`src/rtl/tri_mon_pkg.sv`:
```
// Shared encodings for the trapezoid/triangle stream monitor:
// FSM state codes and the 2-bit sample-step classes.
package tri_mon_pkg;

  typedef enum logic [2:0] {
    ST_SYNC = 3'd0,
    ST_RISE = 3'd1,
    ST_TOP  = 3'd2,
    ST_FALL = 3'd3,
    ST_BOT  = 3'd4
  } state_t;

  typedef enum logic [1:0] {
    CL_UP   = 2'd0,
    CL_FLAT = 2'd1,
    CL_DN   = 2'd2,
    CL_JUMP = 2'd3
  } slope_t;

endpackage

```
`src/rtl/tri_slope_cls.sv`:
```
// Step classifier: keeps the previous sample and classifies the step to the
// current sample as +1, 0, -1 or anything else. The difference is taken one
// bit wider than the sample so that 511->0 and 0->511 land in JUMP.
module tri_slope_cls
  import tri_mon_pkg::*;
#(
  parameter int DW = 9
) (
  input  logic          clk,
  input  logic          res,
  input  logic [DW-1:0] i_d,
  output slope_t        o_cls
);

  logic [DW-1:0] r_prev;
  logic [DW:0]   w_diff;

  // Previous-sample register, cleared by the asynchronous reset.
  always_ff @(posedge clk or negedge res) begin
    // NOTE: sequential state uses non-blocking assignments so every register
    // samples the pre-edge values of the others.
    if (!res) r_prev <= '0;
    else      r_prev <= i_d;
  end

  assign w_diff = {1'b0, i_d} - {1'b0, r_prev};

  // Map the widened difference onto the four step classes.
  always_comb begin
    // NOTE: default first so no path leaves o_cls unassigned (no latch).
    o_cls = CL_JUMP;
    if (w_diff == (DW+1)'(1))       o_cls = CL_UP;
    else if (w_diff == '0)          o_cls = CL_FLAT;
    else if (w_diff == '1)          o_cls = CL_DN;
  end

endmodule

```
`src/rtl/tri_mon.sv`:
```
// Receive-side monitor for a trapezoid/triangle sample stream. Locks on the
// first rising step, walks RISE -> TOP -> FALL -> BOT, measures the flat
// dwell lengths and the rise-to-rise period, and flags illegal steps.
module tri_mon
  import tri_mon_pkg::*;
#(
  parameter int DW = 9,
  parameter int CW = 12,
  parameter int EW = 8
) (
  input  logic          clk,
  input  logic          res,
  input  logic [DW-1:0] d_in,
  output logic          locked,
  output logic          done,
  output logic [DW-1:0] peak,
  output logic [CW-1:0] top_len,
  output logic [CW-1:0] bot_len,
  output logic [CW-1:0] period,
  output logic          err,
  output logic [EW-1:0] err_cnt
);

  slope_t        w_cls;
  state_t        r_state, w_state_nxt;

  logic          w_start;   // (re)start of a period: per_cnt reloads to 1
  logic          w_pk_ld;   // capture current sample as running peak
  logic          w_t_ld, w_t_inc;
  logic          w_b_ld, w_b_inc;
  logic          w_done, w_err;

  logic [DW-1:0] r_pk;
  logic [CW-1:0] r_t_cnt, r_b_cnt, r_per_cnt;
  logic          r_done, r_err;
  logic [EW-1:0] r_err_cnt;
  logic [DW-1:0] r_peak;
  logic [CW-1:0] r_top_len, r_bot_len, r_period;

  function automatic logic [CW-1:0] sat_inc(input logic [CW-1:0] v);
    return (v == '1) ? v : v + CW'(1);
  endfunction

  tri_slope_cls #(.DW(DW)) u_cls (
    .clk   (clk),
    .res   (res),
    .i_d   (d_in),
    .o_cls (w_cls)
  );

  // State register.
  always_ff @(posedge clk or negedge res) begin
    if (!res) r_state <= ST_SYNC;
    else      r_state <= w_state_nxt;
  end

  // Next-state and datapath strobes from the current state and step class.
  always_comb begin
    w_state_nxt = r_state;
    w_start     = 1'b0;
    w_pk_ld     = 1'b0;
    w_t_ld      = 1'b0;
    w_t_inc     = 1'b0;
    w_b_ld      = 1'b0;
    w_b_inc     = 1'b0;
    w_done      = 1'b0;
    w_err       = 1'b0;
    case (r_state)
      ST_SYNC: begin
        // Illegal steps are ignored while hunting for the first rise.
        if (w_cls == CL_UP) begin
          w_state_nxt = ST_RISE;
          w_start     = 1'b1;
          w_pk_ld     = 1'b1;
        end
      end
      ST_RISE: begin
        case (w_cls)
          CL_UP:   w_pk_ld = 1'b1;
          CL_FLAT: begin
            w_state_nxt = ST_TOP;
            w_t_ld      = 1'b1;
          end
          // A fall straight out of the rise (no flat top) is illegal too.
          default: begin
            w_state_nxt = ST_SYNC;
            w_err       = 1'b1;
          end
        endcase
      end
      ST_TOP: begin
        case (w_cls)
          CL_FLAT: w_t_inc     = 1'b1;
          CL_DN:   w_state_nxt = ST_FALL;
          default: begin
            w_state_nxt = ST_SYNC;
            w_err       = 1'b1;
          end
        endcase
      end
      ST_FALL: begin
        case (w_cls)
          CL_DN:   ;
          CL_FLAT: begin
            w_state_nxt = ST_BOT;
            w_b_ld      = 1'b1;
          end
          default: begin
            w_state_nxt = ST_SYNC;
            w_err       = 1'b1;
          end
        endcase
      end
      ST_BOT: begin
        case (w_cls)
          CL_FLAT: w_b_inc = 1'b1;
          CL_UP: begin
            w_state_nxt = ST_RISE;
            w_start     = 1'b1;
            w_pk_ld     = 1'b1;
            w_done      = 1'b1;
          end
          default: begin
            w_state_nxt = ST_SYNC;
            w_err       = 1'b1;
          end
        endcase
      end
      default: w_state_nxt = ST_SYNC;
    endcase
  end

  // Running peak and saturating dwell/period counters for the current period.
  always_ff @(posedge clk or negedge res) begin
    if (!res) begin
      r_pk      <= '0;
      r_t_cnt   <= '0;
      r_b_cnt   <= '0;
      r_per_cnt <= '0;
    end else begin
      if (w_pk_ld) r_pk <= d_in;

      // The flat segment is first seen on its second sample, hence load 2.
      if (w_t_ld)       r_t_cnt <= CW'(2);
      else if (w_t_inc) r_t_cnt <= sat_inc(r_t_cnt);

      if (w_b_ld)       r_b_cnt <= CW'(2);
      else if (w_b_inc) r_b_cnt <= sat_inc(r_b_cnt);

      // An error discards the partial period.
      if (w_start)                  r_per_cnt <= CW'(1);
      else if (w_err)               r_per_cnt <= '0;
      else if (r_state != ST_SYNC)  r_per_cnt <= sat_inc(r_per_cnt);
    end
  end

  // Registered pulses, saturating error count and the held result registers.
  always_ff @(posedge clk or negedge res) begin
    if (!res) begin
      r_done    <= 1'b0;
      r_err     <= 1'b0;
      r_err_cnt <= '0;
      r_peak    <= '0;
      r_top_len <= '0;
      r_bot_len <= '0;
      r_period  <= '0;
    end else begin
      r_done <= w_done;
      r_err  <= w_err;
      if (w_err && (r_err_cnt != '1)) r_err_cnt <= r_err_cnt + EW'(1);
      if (w_done) begin
        r_peak    <= r_pk;
        r_top_len <= r_t_cnt;
        r_bot_len <= r_b_cnt;
        r_period  <= r_per_cnt;
      end
    end
  end

  assign locked  = (r_state != ST_SYNC);
  assign done    = r_done;
  assign err     = r_err;
  assign err_cnt = r_err_cnt;
  assign peak    = r_peak;
  assign top_len = r_top_len;
  assign bot_len = r_bot_len;
  assign period  = r_period;

endmodule

```
`config.mk`:
```
export PLATFORM = sky130hd
export DESIGN_NAME = tri_mon
export DESIGN_NICKNAME = d
export VERILOG_FILES = /design/src/rtl/tri_mon_pkg.sv /design/src/rtl/tri_slope_cls.sv /design/src/rtl/tri_mon.sv
export SDC_FILE = /design/constraint.sdc
export NUM_CORES = 1
export LEC_CHECK = 0
export CAP_MARGIN = 5
export CORE_AREA = 2 2 127 98
export DETAILED_ROUTE_END_ITERATION = 12
export DIE_AREA = 0 0 129 100
export PLACE_DENSITY = 0.71
export SLEW_MARGIN = 0
export SYNTH_ARGS = -nofsm -noshare
export SYNTH_HDL_FRONTEND = slang
export SYNTH_HIERARCHICAL = 1
export SYNTH_SLANG_ARGS = --single-unit
```
`constraint.sdc`:
```
create_clock -name clk -period 5.9 [get_ports clk]
set_input_delay 1.18 -clock clk [delete_from_list [all_inputs] [get_ports clk]]
set_output_delay 1.18 -clock clk [all_outputs]
set_load 0.1 [all_outputs]
```
Word level (Yosys, flattened, before mapping). Index checks and enable logic that the tools add are counted.

Bits of input ports: 11. Bits in registers: 112. Output and inout bits: 56. Logic and storage cells: 87.

Add/sub/neg operators: 5. Reduce and logical (&&, ||, !) cells: 18. Eq/ne operators: 20. Multiplexer cells: 31.

Operators by type and width (count): $mux W12 (10); $add A12 B1 Y12 const B (3); $eq A12 B12 Y1 const B (3); $pmux W3 S2 (4); $pmux W3 S5 (1); $ne A2 B2 Y1 const B (7); $mux W1 (12); $eq A10 B1 Y1 const B (1); $eq A10 B10 Y1 const B (1); $logic_not A10 Y1 (1); $reduce_or A2 Y1 (5); $sub A9 B9 Y10 (1); $add A8 B1 Y8 const B (1); $ne A8 B8 Y1 const B (1); $eq A3 B2 Y1 const B (2); $reduce_and A2 Y1 (3); $reduce_bool A3 Y1 (2); $reduce_and A5 Y1 (1); $mux W2 (2); $reduce_bool A2 Y1 (2); $eq A3 B1 Y1 const B (1); $eq A3 B3 Y1 const B (1); $logic_not A3 Y1 (1); $mux W3 (1); other kinds (7) (7).

Longest topological paths before layout.
Depth in word-level cells: 11. Mapped depth: 17. Gate-level depth less buffers: 16.

Cells and area by module. Netlist, hierarchy kept.

Modules (own cells, without submodules): tri_mon (area an instance 4877.2 um^2, times used 1, cells each 414); tri_slope_cls (area an instance 855.8 um^2, times used 1, cells each 99).

Worst setup path after synthesis. No wires, ideal clock.

Path kind: input-to-reg. Start point: in d_in[0]. End point: reg r_err_cnt[2] (netlist: err_cnt[2]). Setup slack: 1190 ps. Path buffers: 2. Cell stages on the path: 16. Data required time: 5771 ps. Arrival time: 4581 ps. Path through: inv_1 -> ha_1 -> fa_1 -> nor2b_1 -> o221ai_1 -> a31oi_1 -> nand2_1 -> or4_4 -> o31a_1 -> ha_1 -> buf_4 -> o41a_1 -> buf_6 -> inv_1 -> nand2_1 -> mux2_1.

Longest elaborated chain between the ends: 10.

RTL lines: start, declared (RTL line tri_mon.sv:13) `input logic [DW-1:0] d_in,`; $sub A9 B9 Y10 (*) (RTL line tri_slope_cls.sv:26) `assign w_diff = {1'b0, i_d} - {1'b0, r_prev};`; $eq A10 B10 Y1 (RTL line tri_slope_cls.sv:34) `else if (w_diff == '1) o_cls = CL_DN;`; $mux W1 (RTL line tri_slope_cls.sv:34); $mux W2 (RTL line tri_slope_cls.sv:33) `else if (w_diff == '0) o_cls = CL_FLAT;`; $mux W2 (*) (RTL line tri_slope_cls.sv:32) `if (w_diff == (DW+1)'(1)) o_cls = CL_UP;`; via w_cls[0] (RTL line tri_mon.sv:24) `slope_t w_cls;`; $eq A2 B1 Y1, or another cell as far along; $reduce_or A2 Y1 (no line); $mux W1 (on tied branches); $pmux W1 S2 (*) (RTL line tri_mon.sv:68) `case (r_state)`; via w_err (RTL line tri_mon.sv:31) `logic w_done, w_err;`; $logic_and A1 B1 Y1 (*) (RTL line tri_mon.sv:170) `if (w_err && (r_err_cnt != '1)) r_err_cnt <= r_err_cnt + EW'(1);`; end signal, assigned (RTL line tri_mon.sv:170); end, declared (RTL line tri_mon.sv:36) `logic [EW-1:0] r_err_cnt;`.

The timed path passes the listed nets; every way through them passes the cells marked *. A chain may end at the register's enable or synchronous reset.

Worst setup path in the final report.
Start point: in d_in[0]. End point: reg r_b_cnt[11].

RTL lines: $sub A9 B9 Y10 (*) (RTL line tri_slope_cls.sv:26); $logic_not A10 Y1 (RTL line tri_slope_cls.sv:33); $mux W2 (RTL line tri_slope_cls.sv:33); $mux W2 (*) (RTL line tri_slope_cls.sv:32); via w_cls[1] (RTL line tri_mon.sv:24); $eq A2 B1 Y1 (*) (RTL line tri_mon.sv:102, tri_mon.sv:115); $mux W1 (*) (RTL line tri_mon.sv:102, tri_mon.sv:115); $mux W1 (RTL line tri_mon.sv:68); $ne A2 B2 Y1 (no line) / $reduce_bool A2 Y1 (equally long branches); $reduce_and A2 Y1 (no line); end signal, assigned (RTL line tri_mon.sv:148) `else if (w_b_inc) r_b_cnt <= sat_inc(r_b_cnt);`; end, declared (RTL line tri_mon.sv:34) `logic [CW-1:0] r_t_cnt, r_b_cnt, r_per_cnt;`.

Marks and branches as above.

==> insert_results.sql <==
INSERT INTO impl_metrics (metric_group, metric, value, unit) VALUES
('timing', 'clock_skew', '0.007319', 'ns'),
('timing', 'tightestPinTransition', '0.9998', 'ns'),
('critical_path', 'rr_endpoint', 'r_b_cnt[11]', ''),
('clocking', 'cts_hold_buffers', '0', ''),
('clocking', 'cts-root-to-sink-buffers', '2', ''),
('logic_synthesis', 'synth.cell_area', '5733', 'µm²'),
('final_layout', 'utilization', '57.45', '%'),
('run', 'maxCapViolations', '0', ''),
('logic_synthesis', 'synth_enable_flop_cells', '0', ''),
('final_layout', 'share_of_cells_above_drive_strength_1', '16.23', '%'),
('routing', 'via_count', '4272', ''),
('routing', 'routed-wl-met2', '5591', 'µm'),
('logic_synthesis', 'synth_async_sr_flop_share', '100.0', '%'),
('routing', 'met1Wirelength', '6002', 'µm'),
('global_route', 'antenna_violations_before_repair', '0', ''),
('placed_design', 'dp_worst_setup_slack', '0.3546', 'ns'),
('critical_path', 'cp_data_arrival_time', '5.44', 'ns'),
('timing', 'peak_clock_frequency_supported_by_timing', '0.1924', 'GHz'),
('critical_path', 'critical_path_source_type', 'input port', ''),
('critical_path', 'worst-r2r-setup-slack', '1.73', 'ns'),
('floorplan', 'boundaryPins', '67', ''),
('floorplan', 'fp.dieArea', '12900', 'µm²'),
('critical_path', 'r2r_cells', '15', ''),
('placed_design', 'dp_cells', '729', ''),
('logic_synthesis', 'ys_seq_elements', '112', ''),
('logic_synthesis', 'synth_xor_area_share', '2.292', '%'),
('floorplan', 'die-width', '129', 'µm'),
('logic_synthesis', 'share_of_synthesized_area_spent_on_multiplexers', '11.72', '%'),
('routing', 'drtPass1Iterations', '5', ''),
('floorplan', 'initial_core_util', '48.31', '%'),
('global_route', 'gr-usage-all-layers', '20.38', '%'),
('timing', 'final_worst_slack', '0.7036', 'ns'),
('critical_path', 'critical_path_capture_point', 'r_b_cnt[11]', ''),
('critical_path', 'worst_setup_path_type', 'in2reg', ''),
('timing', 'max_slew_margin', '33.14', '%'),
('logic_synthesis', 'synth_ff_type', 'sky130_fd_sc_hd__dfrtp_1', ''),
('final_layout', 'diodes', '0', ''),
('routing', 'drt-wirelength-per-cell', '16.53', 'µm'),
('timing', 'grt_setup_unrepaired', 'no', ''),
('floorplan', 'row_count', '35', ''),
('timing', 'post-route-period-util', '88.07', '%'),
('global_route', 'grt-ovfl-total', '0', ''),
('timing', 'final-max-slew-violation-count', '0', ''),
('placed_design', 'portBuffers', '66', ''),
('final_layout', 'area.growth.synth_to_final', '18.92', '%'),
('timing', 'final_period_minus_worst_setup_slack', '5.196', 'ns'),
('global_route', 'via_count_of_the_first_global_routing_pass', '4241', ''),
('routing', 'drc', '0', ''),
('floorplan', 'die_h', '100', 'µm'),
('clocking', 'cts_tree', 'done', ''),
('critical_path', 'r2r-start', 'u_cls/r_prev[0]', ''),
('logic_synthesis', 'synthCells', '513', ''),
('status', 'outcome', 'finished clean', ''),
('timing', 'timing.setup.tns', '0', 'ns'),
('placed_design', 'dpl_cell_area', '6511', 'µm²'),
('routing', 'highest-signal-layer', 'met4', ''),
('routing', 'met3WireLength', '557', 'µm'),
('critical_path', 'setup.worst_path.start', 'd_in[0]', ''),
('final_layout', 'post-route-cell-area', '6818', 'µm²'),
('clocking', 'worstSkewPairLatency', '0.35', 'ns'),
('timing', 'hold-worst-slack', '0.4997', 'ns'),
('final_layout', 'final_cells', '745', ''),
('clocking', 'root_buffer', 'sky130_fd_sc_hd__clkbuf_16', ''),
('power_and_ir_drop', 'peakVddDrop', '0.1328', 'mV'),
('power_and_ir_drop', 'power.total', '1.488', 'mW'),
('min_path', 'hp-class', 'reg2reg', ''),
('clocking', 'clock-sinks', '112', ''),
('logic_synthesis', 'synth_seq_area_share', '48.89', '%'),
('logic_synthesis', 'yosysWarningCount', '6', ''),
('power_and_ir_drop', 'power.leakage', '2.974', 'nW'),
('critical_path', 'timing.critical_path.fanout_max', '10', '');
-- cells in the final DEF (no fill, tap or decap), types with 3 or more instances in the layout --
cell type / netlist / routed
sky130_fd_sc_hd__dfrtp_1: 112 / 112
sky130_fd_sc_hd__clkdlybuf4s50_1: 0 / 65
sky130_fd_sc_hd__mux2_2: 56 / 56
sky130_fd_sc_hd__inv_1: 34 / 34
sky130_fd_sc_hd__nand2_1: 31 / 31
sky130_fd_sc_hd__nand4_1: 22 / 22
sky130_fd_sc_hd__nor2_1: 21 / 21
sky130_fd_sc_hd__o21ai_0: 17 / 17
sky130_fd_sc_hd__a21oi_1: 17 / 17
sky130_fd_sc_hd__ha_1: 17 / 17
sky130_fd_sc_hd__nand3_1: 14 / 14
sky130_fd_sc_hd__o31ai_1: 11 / 11
sky130_fd_sc_hd__nor3_1: 11 / 11
sky130_fd_sc_hd__o221ai_1: 10 / 10
sky130_fd_sc_hd__xor2_1: 9 / 9
sky130_fd_sc_hd__clkbuf_16: 0 / 9
sky130_fd_sc_hd__nor4_1: 7 / 7
sky130_fd_sc_hd__buf_4: 1 / 7
sky130_fd_sc_hd__xnor2_1: 6 / 6
sky130_fd_sc_hd__nor2b_1: 6 / 6
sky130_fd_sc_hd__and4_1: 6 / 6
sky130_fd_sc_hd__and3_1: 5 / 5
sky130_fd_sc_hd__o211ai_1: 5 / 5
sky130_fd_sc_hd__or4_1: 5 / 5
sky130_fd_sc_hd__a31oi_1: 5 / 5
sky130_fd_sc_hd__or3_1: 4 / 4
sky130_fd_sc_hd__and4bb_2: 4 / 4
sky130_fd_sc_hd__o2111ai_1: 4 / 4
sky130_fd_sc_hd__nand3b_1: 3 / 3
sky130_fd_sc_hd__mux2i_1: 3 / 3
sky130_fd_sc_hd__o22ai_1: 3 / 3
sky130_fd_sc_hd__a41oi_1: 3 / 3
sky130_fd_sc_hd__a211o_1: 3 / 3
-- worst max-delay path, stage by stage --
cell	delay [ns]
sky130_fd_sc_hd__clkdlybuf4s50_1	0.50
sky130_fd_sc_hd__inv_1	0.07
sky130_fd_sc_hd__ha_1	0.22
sky130_fd_sc_hd__fa_1	0.40
sky130_fd_sc_hd__nor2b_1	0.20
sky130_fd_sc_hd__o221ai_1	0.16
sky130_fd_sc_hd__a31oi_1	0.23
sky130_fd_sc_hd__nand2_1	0.08
sky130_fd_sc_hd__or4_4	0.53
sky130_fd_sc_hd__or2_1	0.24
sky130_fd_sc_hd__inv_1	0.08
sky130_fd_sc_hd__ha_1	0.16
sky130_fd_sc_hd__buf_4	0.17
sky130_fd_sc_hd__nand4bb_4	0.13
sky130_fd_sc_hd__nor4_1	0.59
sky130_fd_sc_hd__a41oi_1	0.20
sky130_fd_sc_hd__a311oi_1	0.30
-- per-layer routing --
layer / GRT usage, % / up-vias
met5: 0 / -
met1: 29.63 / 2102
met4: 5.853 / 0
met3: 4.318 / 16
li1: - / 2037
met2: 31.05 / 117
-- report_power, final --
group          internal [mW]  switching [mW]  total (mW)
logic                 0.0334          0.0564      0.0898
clock network          0.343           0.284       0.627
registers              0.770         0.00125       0.771
total                   1.15           0.342        1.49
-- cell usage after synthesis (all sizes together) (6+ instances only) --
| master | count | share of area (%) |
|---|---|---|
| o221ai | 10 | 1.5 |
| nor2 | 22 | 1.5 |
| dfrtp | 112 | 49 |
| o31ai | 11 | 1.4 |
| nand3 | 16 | 1.7 |
| clkbuf | 6 | 0.41 |
| xor2 | 9 | 1.4 |
| xnor2 | 6 | 0.92 |
| nand2 | 31 | 2.0 |
| nor4 | 8 | 1.1 |
| inv | 34 | 2.2 |
| nor3 | 11 | 0.96 |
| nor2b | 6 | 0.65 |
| buf | 16 | 2.0 |
| mux2 | 57 | 11 |
| and4 | 6 | 0.92 |
| a21oi | 18 | 1.8 |
| o21ai | 17 | 1.5 |
| nand4 | 22 | 2.4 |
| ha | 17 | 3.7 |
| or4 | 6 | 0.85 |
-- how the worst min path moves through the flow --
stage | start | end | slack, ns | cells past startpoint
after global placement | err_cnt[6] | err_cnt[6] | 0.48 | 1
after global routing | r_pk[1] | peak[1] | 0.51 | 1
after floorplan | r_t_cnt[11] | r_t_cnt[11] | 0.46 | 1
after detailed placement | r_t_cnt[11] | r_t_cnt[11] | 0.49 | 1
final | r_t_cnt[11] | r_t_cnt[11] | 0.50 | 1
after CTS | r_t_cnt[11] | r_t_cnt[11] | 0.50 | 1
-- final cells by class --
type / count / area [µm²] / share of cell area (%)
inverter: 34 / 127.6 / 1.872
clock buffer: 10 / 239.0 / 3.505
clock inverter: 6 / 67.56 / 0.9910
sequential: 112 / 2803 / 41.11
multi-input combinational: 345 / 2670 / 39.16
tap: 166 / 207.7 / 3.046
timing repair buffer: 72 / 703.2 / 10.31
-- state kept, by name, summed over array words and instances, names as in the netlist --
signal and cells:
err 1, done 1, r_pk 9, top_len 12
err_cnt 8, period 12, r_state 3, r_t_cnt 12
r_per_cnt 12, u_cls/r_prev 9, r_b_cnt 12, bot_len 12
peak 9
-- cell families after synthesis --
family,Yosys count
AND/OR/NAND/NOR,159
flip-flops,112
AO/OA/AOI/OAI,93
multiplexers,60
buffers and inverters,56
adder cells (fa/ha/maj),18
XOR/XNOR,15
Note: power is estimated with default switching activity, not from simulation.
==> variant: new RTL, same settings <==
Put one more register stage on the output `top_len`, with the module's reset. The value now appears one clock later. The other outputs are not delayed to match.
--- a/src/rtl/tri_mon.sv
+++ b/src/rtl/tri_mon.sv
@@ -183,5 +183,11 @@
   assign err_cnt = r_err_cnt;
   assign peak    = r_peak;
-  assign top_len = r_top_len;
+  always_ff @(posedge clk or negedge res) begin
+    if (!res) begin
+      top_len <= '0;
+    end else begin
+      top_len <= r_top_len;
+    end
+  end
   assign bot_len = r_bot_len;
   assign period  = r_period;
Check against the original RTL: not equivalent (a bounded check fails within 10 cycles, from zero or initial values).
==> variant against the original RTL <==
- first-iteration DRC count decreased by 27%
- cell area increased by 8.8%
- clock skew increased by 0.0011 ns
- sequential cell count increased by 12
- total power increased by 30%
- combinational power increased by 2%
- worst hold slack got worse by 0.13 ns
- via count increased by 2.8%
- setup slack got worse by 0.16 ns
- routed wire length decreased by 0.76%
- count of clock-buffer cells in the layout increased by 10
- synthesized area increased by 5.5%
- die area unchanged
==> variant: results (changes against the original RTL) <==
| Metric | Value |
|---|---|
| Post-DP HPWL | `8.10 mm (was 8.61 mm)` |
| Crit path arrival time | `5.68 ns (was 5.44 ns)` |
| Share of layout cells above drive strength 1 | `18.6% (was 16.2%)` |
| Worst-case reg-to-reg path depth | `14 (was 15)` |
| CTS clk-pin slew, worst paths | `0.05 ns (was 0.07 ns)` |
| Crit path max fanout | `14 (was 10)` |
| Leakage power | `0.00341 uW (was 0.00297 uW)` |
| Clock buffer depth | `2 (unchanged)` |
| Status | `complete, no violations (unchanged)` |
| Synth warn | `6 (unchanged)` |
| Post-DR vias/cell | `5.63 (was 5.73)` |
| Inserted Clock Buffers | `17 (was 9)` |
| Final Wtd Congestion | `0.853 (was 0.878)` |
| Place WS | `0.228 ns (was 0.355 ns)` |
| Root buffer cell | `clkbuf_16 (unchanged)` |
| Slew HR | `24.1% (was 33.1%)` |
| Worst Skew | `0.00841 ns (was 0.00732 ns)` |
| Worst Hold Depth | `0 (was 1)` |
| H-tree Lvls | `4 (was 3)` |
| Peak VDD IR | `0.000210 V (was 0.000133 V)` |
| Ant diodes | `0 (unchanged)` |
| Layout Nets | `631 (was 603)` |
| Most used DFF post-synth | `dfrtp_1 (unchanged)` |
| Drt pass-1 iters | `4 (was 5)` |
| Total global-route track usage | `20.4% (about the same)` |
| Port Buffers | `66 (unchanged)` |
| Startpoint type of the worst setup path | `primary input (unchanged)` |
| Synth top cells by count | `dfrtp_1, mux2_2, nand2_1 (was dfrtp_1, mux2_2, inv_1)` |
| Routed len/inst | `15.7 um (was 16.5 um)` |
| Setup tns final | `0 ns (unchanged)` |
| Seq/Total Area, Yosys | `51.3% (was 48.9%)` |
| Vias in the first global route | `4288 (was 4241)` |
| Post-synthesis net count | `561 (was 542)` |
| Pin count of the biggest net entering global routing | `81 (was 69)` |
| CTS resizes | `0 (unchanged)` |
| Post-CTS Setup Bufs | `0 (unchanged)` |
| Ys async rst share | `100% (unchanged)` |
| Synth top area cells | `dfrtp_1, mux2_2, ha_1 (unchanged)` |
| Initial antenna violation count | `0 (unchanged)` |
| Initial drt markers | `263 (was 359)` |
| Worst hold path class | `reg2reg (unchanged)` |
| Distinct cell type count after synthesis | `71 (was 66)` |
| First-pass GRT wire length | `20.7 mm (was 21.0 mm)` |
| Worst skew pair latency | `0.41 ns (was 0.35 ns)` |
==> variant: cell types whose count changed after synthesis, sizes merged, moves of 4 or more <==
cell,delta
and4bb,-4
dfrtp,+12
inv,-5
mux2i,+7
nand2,+7
nand3,+4
nand4,-5
nor3,+5
nor4bb,+4
o31ai,-6
or3,+4
==> variant: cell families (layout without fill, tap and decap cells) <==
family | count (synthesis) | after routing | synth area share (%)
muxes | 68 | 68 | 12.4
xor gates and xnor gates | 11 | 11 | 1.59
AOI/OAI and AO/OA | 82 | 82 | 9.66
and+or+nand+nor | 176 | 176 | 16.9
DFF | 124 | 124 | 51.3
adders and majority gates | 18 | 18 | 3.85
buffers and inverters | 53 | 135 | 4.24
==> variant: final timing paths <==
| path | start | slack [ns] | endpoint |
|---|---|---|---|
| worst max-delay path | d_in[0] | 0.55 | r_t_cnt[6] |
| worst min-delay path | r_top_len[2] | 0.37 | top_len[2] |
| worst max register to register | u_cls/r_prev[0] | 1.50 | r_t_cnt[6] |
| worst min register to register | r_top_len[2] | 0.37 | top_len[2] |
| max in group asynchronous | res | 3.80 | r_t_cnt[10] |
| min in group asynchronous | res | 0.94 | top_len[6] |
==> variant: where the power goes <==
group          switching, uW  internal (uW)
combinational           58.0           33.5
clock                    364            628
sequential              1.49            855
total                    424           1520
==> variant: metrics by stage <==
step                      instances  cell area (um2)
after floorplan                 532             6050
after global placement          749             6850
after detailed placement        749             6850
after CTS                       780             7420
after global routing            780             7420
final                           780             7420
==> variant: per-layer routing <==
layer / vias to the layer above / track usage, % / wire, um
met5: - / 0 / 0
met4: 0 / 7.19 / 128
met3: 9 / 5.76 / 519
met2: 97 / 31.9 / 5720
met1: 2180 / 27.4 / 5850
li1: 2107 / - / -
==> variant: worst max-delay path, stage by stage <==
cell,delay [ns]
clkdlybuf4s50_1,0.49
inv_1,0.07
ha_1,0.23
fa_1,0.41
nor2b_1,0.21
o221ai_1,0.15
a31oi_1,0.25
nand2_1,0.10
or4_4,0.54
or2_1,0.24
inv_1,0.08
ha_1,0.43
nor4bb_1,0.36
o31ai_1,0.32
or4_1,0.47
a21oi_1,0.16
==> variant: layout make-up <==
class	count	area (um2)
fillers	964	4450
flip-flops and latches	124	3100
multi-input cells	355	2690
repair buffers	75	738
clock buffers	20	447
well taps	166	208
clock inverters	11	120
inverters	29	109
